$ cat config.mk
export PLATFORM = sky130hd
export DESIGN_NAME = fetch_control
export DESIGN_NICKNAME = d
export VERILOG_FILES = /design/src/rtl/fetch_ctl_pkg.sv /design/src/rtl/sat_counter.sv /design/src/rtl/fetch_control.sv
export SDC_FILE = /design/constraint.sdc
export NUM_CORES = 1
export LEC_CHECK = 0
export ABC_AREA = 1
export BUFFER_PORTS_ARGS = -buffer_cell sky130_fd_sc_hd__buf_2
export CAP_MARGIN = 20
export CORE_ASPECT_RATIO = 1.75
export CORE_MARGIN = 1
export CORE_UTILIZATION = 58
export CTS_BUF_LIST = sky130_fd_sc_hd__clkbuf_16
export DETAILED_ROUTE_END_ITERATION = 16
export PLACE_DENSITY = 0.8
export SYNTH_ARGS = -nofsm -noshare
export SYNTH_HDL_FRONTEND = slang
export SYNTH_SLANG_ARGS = --single-unit
$ cat constraint.sdc
create_clock -name clk -period 2.04 [get_ports clk]
set_clock_uncertainty 0.1 [all_clocks]
set_input_delay 0.306 -clock clk [delete_from_list [all_inputs] [get_ports clk]]
set_output_delay 0.306 -clock clk [all_outputs]
set_load 0.01 [all_outputs]
$ cat src/rtl/fetch_ctl_pkg.sv
// Shared select encodings and state type for the fetch-stage sequencer.
package fetch_ctl_pkg;

    localparam logic [1:0] PC_Z4   = 2'd0;
    localparam logic [1:0] PC_INC  = 2'd1;
    localparam logic [1:0] PC_HOLD = 2'd2;
    localparam logic [1:0] PC_BR   = 2'd3;

    localparam logic [1:0] IR_MEM  = 2'd0;
    localparam logic [1:0] IR_NOP  = 2'd1;
    localparam logic [1:0] IR_HOLD = 2'd2;

    localparam logic PC2_INC  = 1'b0;
    localparam logic PC2_HOLD = 1'b1;

    typedef enum logic [1:0] {
        BOOT  = 2'd0,
        RUN   = 2'd1,
        FLUSH = 2'd2
    } fetch_state_t;

endpackage

$ cat src/rtl/sat_counter.sv
// 16-bit event counter that sticks at all-ones instead of wrapping.
module sat_counter (
    input  logic        clk,
    input  logic        reset,
    input  logic        en,
    output logic [15:0] count
);

    always_ff @(posedge clk or posedge reset) begin
        if (reset)
            count <= '0;
        else if (en && (count != 16'hFFFF))
            count <= count + 16'd1;
    end

endmodule

$ cat src/rtl/fetch_control.sv
// Fetch-stage sequencer: PC/IR2/PC2 mux selects, redirect bubbles, stall
// counters and a stall watchdog.
//   state | meaning
//   BOOT  | first cycle after reset, IR2 fed a NOP, PC held
//   RUN   | normal fetch, redirects and load-use stalls handled here
//   FLUSH | post-redirect NOP bubbles, bcnt counts remaining bubbles
module fetch_control
    import fetch_ctl_pkg::*;
#(
    parameter int BR_BUBBLES = 1,
    parameter int JR_BUBBLES = 2,
    parameter int MAX_STALL  = 64
) (
    input  logic        clk,
    input  logic        reset,
    input  logic        stall_req,
    input  logic        branch_taken,
    input  logic        jr_taken,
    output logic [1:0]  select_pc,
    output logic [1:0]  select_ir2,
    output logic        select_pc2,
    output logic        flush_active,
    output logic [15:0] stall_count,
    output logic [15:0] redirect_count,
    output logic        stall_timeout
);

    localparam logic [2:0]  BR_LOAD    = 3'(BR_BUBBLES - 1);
    localparam logic [2:0]  JR_LOAD    = 3'(JR_BUBBLES - 1);
    localparam logic [15:0] STALL_LAST = 16'(MAX_STALL - 1);

    fetch_state_t state_q, state_d;
    logic [2:0]   bcnt_q, bcnt_d;
    logic [15:0]  run_cnt_q;
    logic         stall_inc, redir_inc;

    always_ff @(posedge clk or posedge reset) begin
        if (reset) begin
            state_q <= BOOT;
            bcnt_q  <= '0;
        end else begin
            state_q <= state_d;
            bcnt_q  <= bcnt_d;
        end
    end

    always_comb begin
        state_d      = state_q;
        bcnt_d       = bcnt_q;
        select_pc    = PC_INC;
        select_ir2   = IR_MEM;
        select_pc2   = PC2_INC;
        flush_active = 1'b0;
        stall_inc    = 1'b0;
        redir_inc    = 1'b0;
        case (state_q)
            BOOT: begin
                select_pc    = PC_HOLD;
                select_ir2   = IR_NOP;
                flush_active = 1'b1;
                state_d      = RUN;
            end
            RUN: begin
                if (jr_taken) begin
                    select_pc    = PC_Z4;
                    select_ir2   = IR_NOP;
                    flush_active = 1'b1;
                    redir_inc    = 1'b1;
                    bcnt_d       = JR_LOAD;
                    state_d      = (JR_BUBBLES > 1) ? FLUSH : RUN;
                end else if (branch_taken) begin
                    select_pc    = PC_BR;
                    select_ir2   = IR_NOP;
                    flush_active = 1'b1;
                    redir_inc    = 1'b1;
                    bcnt_d       = BR_LOAD;
                    state_d      = (BR_BUBBLES > 1) ? FLUSH : RUN;
                end else if (stall_req) begin
                    select_pc  = PC_HOLD;
                    select_ir2 = IR_HOLD;
                    select_pc2 = PC2_HOLD;
                    stall_inc  = 1'b1;
                end
            end
            FLUSH: begin
                select_ir2   = IR_NOP;
                flush_active = 1'b1;
                // Branch/stall here come from squashed wrong-path instructions.
                if (jr_taken) begin
                    select_pc = PC_Z4;
                    redir_inc = 1'b1;
                    bcnt_d    = JR_LOAD;
                    state_d   = (JR_BUBBLES > 1) ? FLUSH : RUN;
                end else begin
                    bcnt_d = bcnt_q - 3'd1;
                    if (bcnt_q <= 3'd1)
                        state_d = RUN;
                end
            end
            default: state_d = BOOT;
        endcase
    end

    // Watchdog only counts RUN cycles that are genuinely stalled.
    always_ff @(posedge clk or posedge reset) begin
        if (reset) begin
            run_cnt_q     <= '0;
            stall_timeout <= 1'b0;
        end else if (stall_inc) begin
            if (run_cnt_q != 16'hFFFF)
                run_cnt_q <= run_cnt_q + 16'd1;
            if (run_cnt_q == STALL_LAST)
                stall_timeout <= 1'b1;
        end else begin
            run_cnt_q <= '0;
        end
    end

    sat_counter u_stall_cnt (
        .clk   (clk),
        .reset (reset),
        .en    (stall_inc),
        .count (stall_count)
    );

    sat_counter u_redir_cnt (
        .clk   (clk),
        .reset (reset),
        .en    (redir_inc),
        .count (redirect_count)
    );

endmodule

==> metrics.yaml, run 1 <==
finish:
  multi_input_area_mm2: 0.001832
  n_antenna_cell: 0
  layout.nets: 570
  final_cell_mix: "nand2_1, dfrtp_1, nor2_1, inv_1, buf_2"
  drive_gt1_share_pct: 20.47
  layout.cells.non_filler: 633
  syn_to_final_growth_pct: 18.75
  nFillCells: 455
  seqCellArea_mm2: 0.001351
  mostFrequentLayoutCell: "nand2_1"
cts:
  cts_root_buf: "clkbuf_16"
  ctsHtreeMaxLevel: 2
  clock_latency_ns: 0.30
  clkTransAtPathRegs_ns: 0.06
  ctsLongestPathBuffers: 2
  cts_buffers: 5
  cts.sinks: 54
  tritoncts: "yes"
synthesis:
  async_flop_share_pct: 100.0
  synthesis.nets: 501
  synthesis.area_mm2: 0.003443
  synth-edff-count: 0
  ys.flop_type: "dfrtp_1"
  ys_ff_latch: 54
  syn_avg_cell_area_um2: 7.070
  synth_warnings: 0
  synth_cell_types: 30
  seq_area_frac_synth_pct: 39.24
  netlist_instances: 487
power:
  ir_drop_mv: 0.8631
  p_per_area_mw_per_mm2: 882.9
  p_leak_uw: 0.002162
critical_path:
  path_delay_family: "flip-flops"
  crit_cells: 8
  path_buf_inv: 4
  slowest_delay_ns: 0.43
  r2r_cells: 8
  critPathCaptureType: "output pin"
  crit_chain: "inv_2, ha_2, buf_4, inv_4, nor2_1, a21oi_1, nand2_1, buf_2"
  worstSetupPathType: "register to output pin"
  cp.required_ns: 1.63
  crit_path_top_delay_cell: "dfrtp_1"
  worstPathArrival_ns: 1.55
  startpoint_type: "register"
  path_max_fanout: 4
timing:
  finalHoldViolations: 0
  worst_pin_slew_ns: 0.6033
  finalCriticalPeriod_ns: 1.961
  period_share_pct: 96.12
  relSlewSlack_pct: 59.73
  setup_viol: 0
  max_freq_mhz: 510.0
  finalMaxSlewViolations: 0
  hold_slack_ns: 0.2908
global_route:
  antenna_found_initial: 0
  grt_pass1_wl_um: 13980
  track_usage_pct: 28.67
  grt_max_degree: 34
  grt_overflow: 0
  grt_pass1_vias: 3296
die:
  io_pins: 44
  die_y_um: 103.9
  coreArea_mm2: 0.005630
  fp.dieW_um: 60.25
  rows: 36
  die_area_mm2: 0.006261
  start_util_pct: 61.16
min_path:
  holdPathStages: 3
  min_path_type: "input pin to register"
route:
  avgViaCountPerCell: 5.360
  firstDrtPassIters: 5
  drt_iter0_drc: 286
  drcViolationCount: 0
  wire_per_inst_um: 12.97
  dr_total_vias: 3393
  antenna_left: 0
  wl_um: 8213
place:
  dp.final_hpwl_um: 5840
  dp.cells: 618
  globalplace.congestion: 0.9141
  port_buffers: 43
outcome:
  status: "completed"
flow_run:
  drv_cap: 0
metal layers:
layer | vias up | GRT usage (%) | share of wire, %
met5 | - | 0 | 0
met4 | 0 | 10.63 | 1.8
met3 | 8 | 3.980 | 3.1
met2 | 75 | 50.78 | 55
met1 | 1622 | 33.22 | 40
li1 | 1688 | - | -
worst reg2reg max path: cells and delay by family, from the launching register on:
| kind | cells | cell delay (ns) |
|---|---|---|
| AOI/OAI and AO/OA | 2 | 0.14 |
| adders and majority gates | 1 | 0.21 |
| buffers and inverters | 1 | 0.10 |
| DFF | 1 | 0.40 |
| and+or+nand+nor | 4 | 0.85 |
final timing paths:
kind	startpoint	end	slack [ns]
setup / recovery	state_q[0]	select_pc[0]	0.08
hold / removal	jr_taken	state_q[1]	0.29
setup reg to reg	state_q[1]	u_redir_cnt.count[9]	0.16
hold reg to reg	stall_timeout	stall_timeout	0.44
max in group asynchronous	reset	u_redir_cnt.count[2]	0.80
min in group asynchronous	reset	u_stall_cnt.count[11]	0.48
per-stage QoR:
step	TNS [ns]	utilization [%]	total power [uW]	cell area [um2]	setup slack (ns)
2_1_floorplan	0	-	2153	3443	0.3194
3_3_place_gp	-0.8095	68.22	2521	3841	-0.1063
3_5_place_dp	-1.594	68.22	2560	3841	-0.1935
4_1_cts	0	72.20	3586	4065	0.02910
5_1_grt	-0.01191	72.62	3839	4089	-0.01191
6_report	0	72.62	3610	4089	0.07917
kinds of logic (layout without fill, tap and decap cells):
logic type	Yosys count	count (layout)	share of synthesized area, %
buffers and inverters	63	132	8.103
DFF	54	54	39.24
adders and majority gates	9	9	3.270
and+or+nand+nor	319	320	40.88
xor gates and xnor gates	12	12	3.052
AOI/OAI and AO/OA	30	30	5.451
cell type report:
class / count / share of cell area (%)
clock buffer: 5 / 3.060
sequential: 54 / 33.05
inverter: 56 / 5.233
multi-input combinational: 371 / 44.80
clock inverter: 3 / 1.010
timing repair buffer: 68 / 10.53
tap: 76 / 2.326
synthesized netlist by cell type (2+ instances only):
library cell,n,area (um2)
nand2_1,184,690.7
nand4_1,21,131.4
inv_2,4,15.01
nor3_4,2,32.53
nand3_1,41,205.2
a21oi_1,2,10.01
dfrtp_1,54,1351
or2_2,6,37.54
xor2_1,6,52.55
o21ai_2,7,61.31
buf_4,3,22.52
inv_1,51,191.4
nand2_2,5,31.28
xnor2_1,6,52.55
a31oi_1,2,12.51
nor2_2,2,12.51
nor2_1,50,187.7
o21bai_1,2,15.01
o21ai_0,16,80.08
nand3_2,2,20.02
ha_1,9,112.6
buf_6,4,45.04
registers in the layout, indices dropped and copies added, names as in the netlist:
| signal | count |
|---|---|
| run_cnt_q | 16 |
| u_redir_cnt.count | 16 |
| u_stall_cnt.count | 16 |
| bcnt_q | 3 |
| state_q | 2 |
| stall_timeout | 1 |
timing repair:
action / CTS / global route
hold buffers: 1 / 0
buffers inserted: 4 / 1
cloned: 0 / 1
setup endpoints to repair: 19 / 10
hold endpoints to repair: 21 / 0
gates resized for setup: 2 / 5
pin swaps: 1 / 1
power breakdown:
group | total (uW) | switching [uW] | internal (uW) | leakage, uW
Clock | 967 | 392 | 575 | 0.0000812
Combinational | 1310 | 789 | 516 | 0.00134
Sequential | 1340 | 131 | 1210 | 0.000738
Note: power is estimated with default switching activity, not from simulation.
==> run 2, diff against run 1 <==
Settings changed: RECOVER_POWER set to 50.
==> metrics.yaml, run 2 (synthesis results as in run 1) <==
place:
  post-place-ws_ns: -0.1935  # unchanged
  placed_area_mm2: 0.003841  # unchanged
  globalplace.congestion: 0.9141  # unchanged
  dp.final_hpwl_um: 5840  # unchanged
  port_buffers: 43  # unchanged
  dp.cells: 618  # unchanged
die:
  die_y_um: 103.9  # unchanged
  io_pins: 44  # unchanged
  start_util_pct: 61.16  # unchanged
  die_area_mm2: 0.006261  # unchanged
  fp.dieW_um: 60.25  # unchanged
  coreArea_mm2: 0.005630  # unchanged
  rows: 36  # unchanged
min_path:
  min_path_type: "input pin to register"
critical_path:
  crit_path_top_delay_cell: "dfrtp_1"
  worstPathArrival_ns: 1.56  # about the same
  startpoint_type: "register"
  ff2ff_setup_slack_ns: 0.15  # about the same
  cp-startpoint: "state_q[0]"
  rr_endpoint: "u_redir_cnt.count[9]"
  endpoint: "select_pc[0]"
  slowest_delay_ns: 0.43  # about the same
  worstSetupPathType: "register to output pin"
  critPathCaptureType: "output pin"
  crit_chain: "inv_2, ha_2, buf_4, inv_4, nor2_1, a21oi_1, nand2_1, buf_2"
  r2r_cells: 8  # unchanged
  rr_startpoint: "state_q[1]"
  path_max_fanout: 4  # unchanged
  cp.required_ns: 1.63  # about the same
global_route:
  grt_pass1_vias: 3296  # unchanged
  track_usage_pct: 28.67  # unchanged
  grt_max_degree: 34  # unchanged
  grt_overflow: 0  # unchanged
  antenna_found_initial: 0  # unchanged
  grt_pass1_wl_um: 13980  # unchanged
route:
  dr_total_vias: 3391  # -0.059%
  avgViaCountPerCell: 5.357  # about the same
  drcViolationCount: 0  # unchanged
  antenna_left: 0  # unchanged
  drt_iter0_drc: 308  # +7.7%
  wire_per_inst_um: 12.95  # -0.19%
  wl_um: 8197  # -0.19%
  firstDrtPassIters: 5  # unchanged
finish:
  mostFrequentLayoutCell: "nand2_1"
  n_antenna_cell: 0  # unchanged
  final_cell_mix: "nand2_1, dfrtp_1, nor2_1, inv_1, nand3_1"
  layout.cells.non_filler: 633  # unchanged
  largestRegisters: "run_cnt_q: 16 flops, u_redir_cnt.count: 16 flops, u_stall_cnt.count: 16 flops"
  syn_to_final_growth_pct: 18.06
  drive_gt1_share_pct: 16.88  # -3.6 points
  fin_area_mm2: 0.004065  # -0.58%
  layout.nets: 570  # unchanged
cts:
  ctsHtreeMaxLevel: 2  # unchanged
  ctsLongestPathBuffers: 2  # unchanged
  clock_latency_ns: 0.30  # about the same
  tritoncts: "yes"
  cts_buffers: 5  # unchanged
  cts_root_buf: "clkbuf_16"
  clkTransAtPathRegs_ns: 0.06  # about the same
  cts.sinks: 54  # unchanged
timing:
  setup_viol: 0  # unchanged
  finalMaxSlewViolations: 0  # unchanged
  worst_pin_slew_ns: 0.9186  # +0.3153 ns
  hold_slack_ns: 0.2911  # +0.0002720 ns
  finalCriticalPeriod_ns: 1.962  # +0.001535 ns
  max_freq_mhz: 509.6  # about the same
  relSlewSlack_pct: 38.69  # -21 points
  period_share_pct: 96.19  # about the same
  finalHoldViolations: 0  # unchanged
  setup_slack_ns: 0.07763  # -0.001535 ns
flow_run:
  drv_cap: 0  # unchanged
power:
  p_per_area_mw_per_mm2: 886.0  # +0.35%
  ir_drop_mv: 0.8634  # about the same
  p_leak_uw: 0.002084  # -3.6%
outcome:
  status: "completed"
run 2: changes by cell type in the layout (fill, tap and decap cells not counted):
cell,before,now
buf_2,43,24
clkbuf_1,0,19
inv_1,49,50
inv_2,6,5
run 2: through the flow:
step	utilization (%)	TNS [ns]	power, uW
after detailed placement	68.22	-1.594	2560
final	72.20	0	3602
after CTS	72.20	0	3586
after global routing	72.20	-0.01191	3828
after floorplan	-	0	2153
after global placement	68.22	-0.8095	2521
run 2: metal layers:
layer | vias to the layer above | track usage (%) | part of all wire [%]
li1 | 1687 | - | -
met1 | 1616 | 33.22 | 39
met2 | 80 | 50.78 | 56
met3 | 8 | 3.980 | 3.3
met4 | 0 | 10.63 | 1.7
met5 | - | 0 | 0
run 2: power breakdown:
group	switching (uW)	internal [uW]	total, uW
logic	791	505	1300
registers	132	1210	1340
clock network	392	575	967
total	1320	2290	3600
run 2: area by class of cell:
| cell class | instances | area (um2) |
|---|---|---|
| multi-input cells | 371 | 1832 |
| fillers | 466 | 1565 |
| flip-flops and latches | 54 | 1351 |
| repair buffers | 68 | 406.6 |
| inverters | 56 | 214.0 |
| clock buffers | 5 | 125.1 |
| well taps | 76 | 95.09 |
| clock inverters | 3 | 41.29 |
run 2: timing repair:
action                                  in CTS  in global routing
endpoints found under the hold margin       21                  0
endpoints found under the setup margin      19                 10
buffers inserted                             4                  1
hold buffers                                 1                  0
gates cloned                                 0                  1
pin swaps                                    1                  1
resized for setup                            2                  5
run 2: how the worst min path moves through the flow:
stage                         from          to  slack (ns)  cells after the start
after floorplan           jr_taken  state_q[1]        0.37                      2
after global placement       reset  state_q[0]        0.26                      2
after detailed placement     reset  state_q[1]        0.28                      2
after CTS                 jr_taken  state_q[1]        0.28                      3
after global routing      jr_taken  state_q[1]        0.30                      3
final                     jr_taken  state_q[1]        0.29                      3
run 2: critical path: cells and delay by family (launching register included):
family / cells / cell delay, ns
AO/OA/AOI/OAI: 1 / 0.07
adder cells (fa/ha/maj): 1 / 0.18
buffers and inverters: 4 / 0.37
flip-flops: 1 / 0.43
AND/OR/NAND/NOR: 2 / 0.22
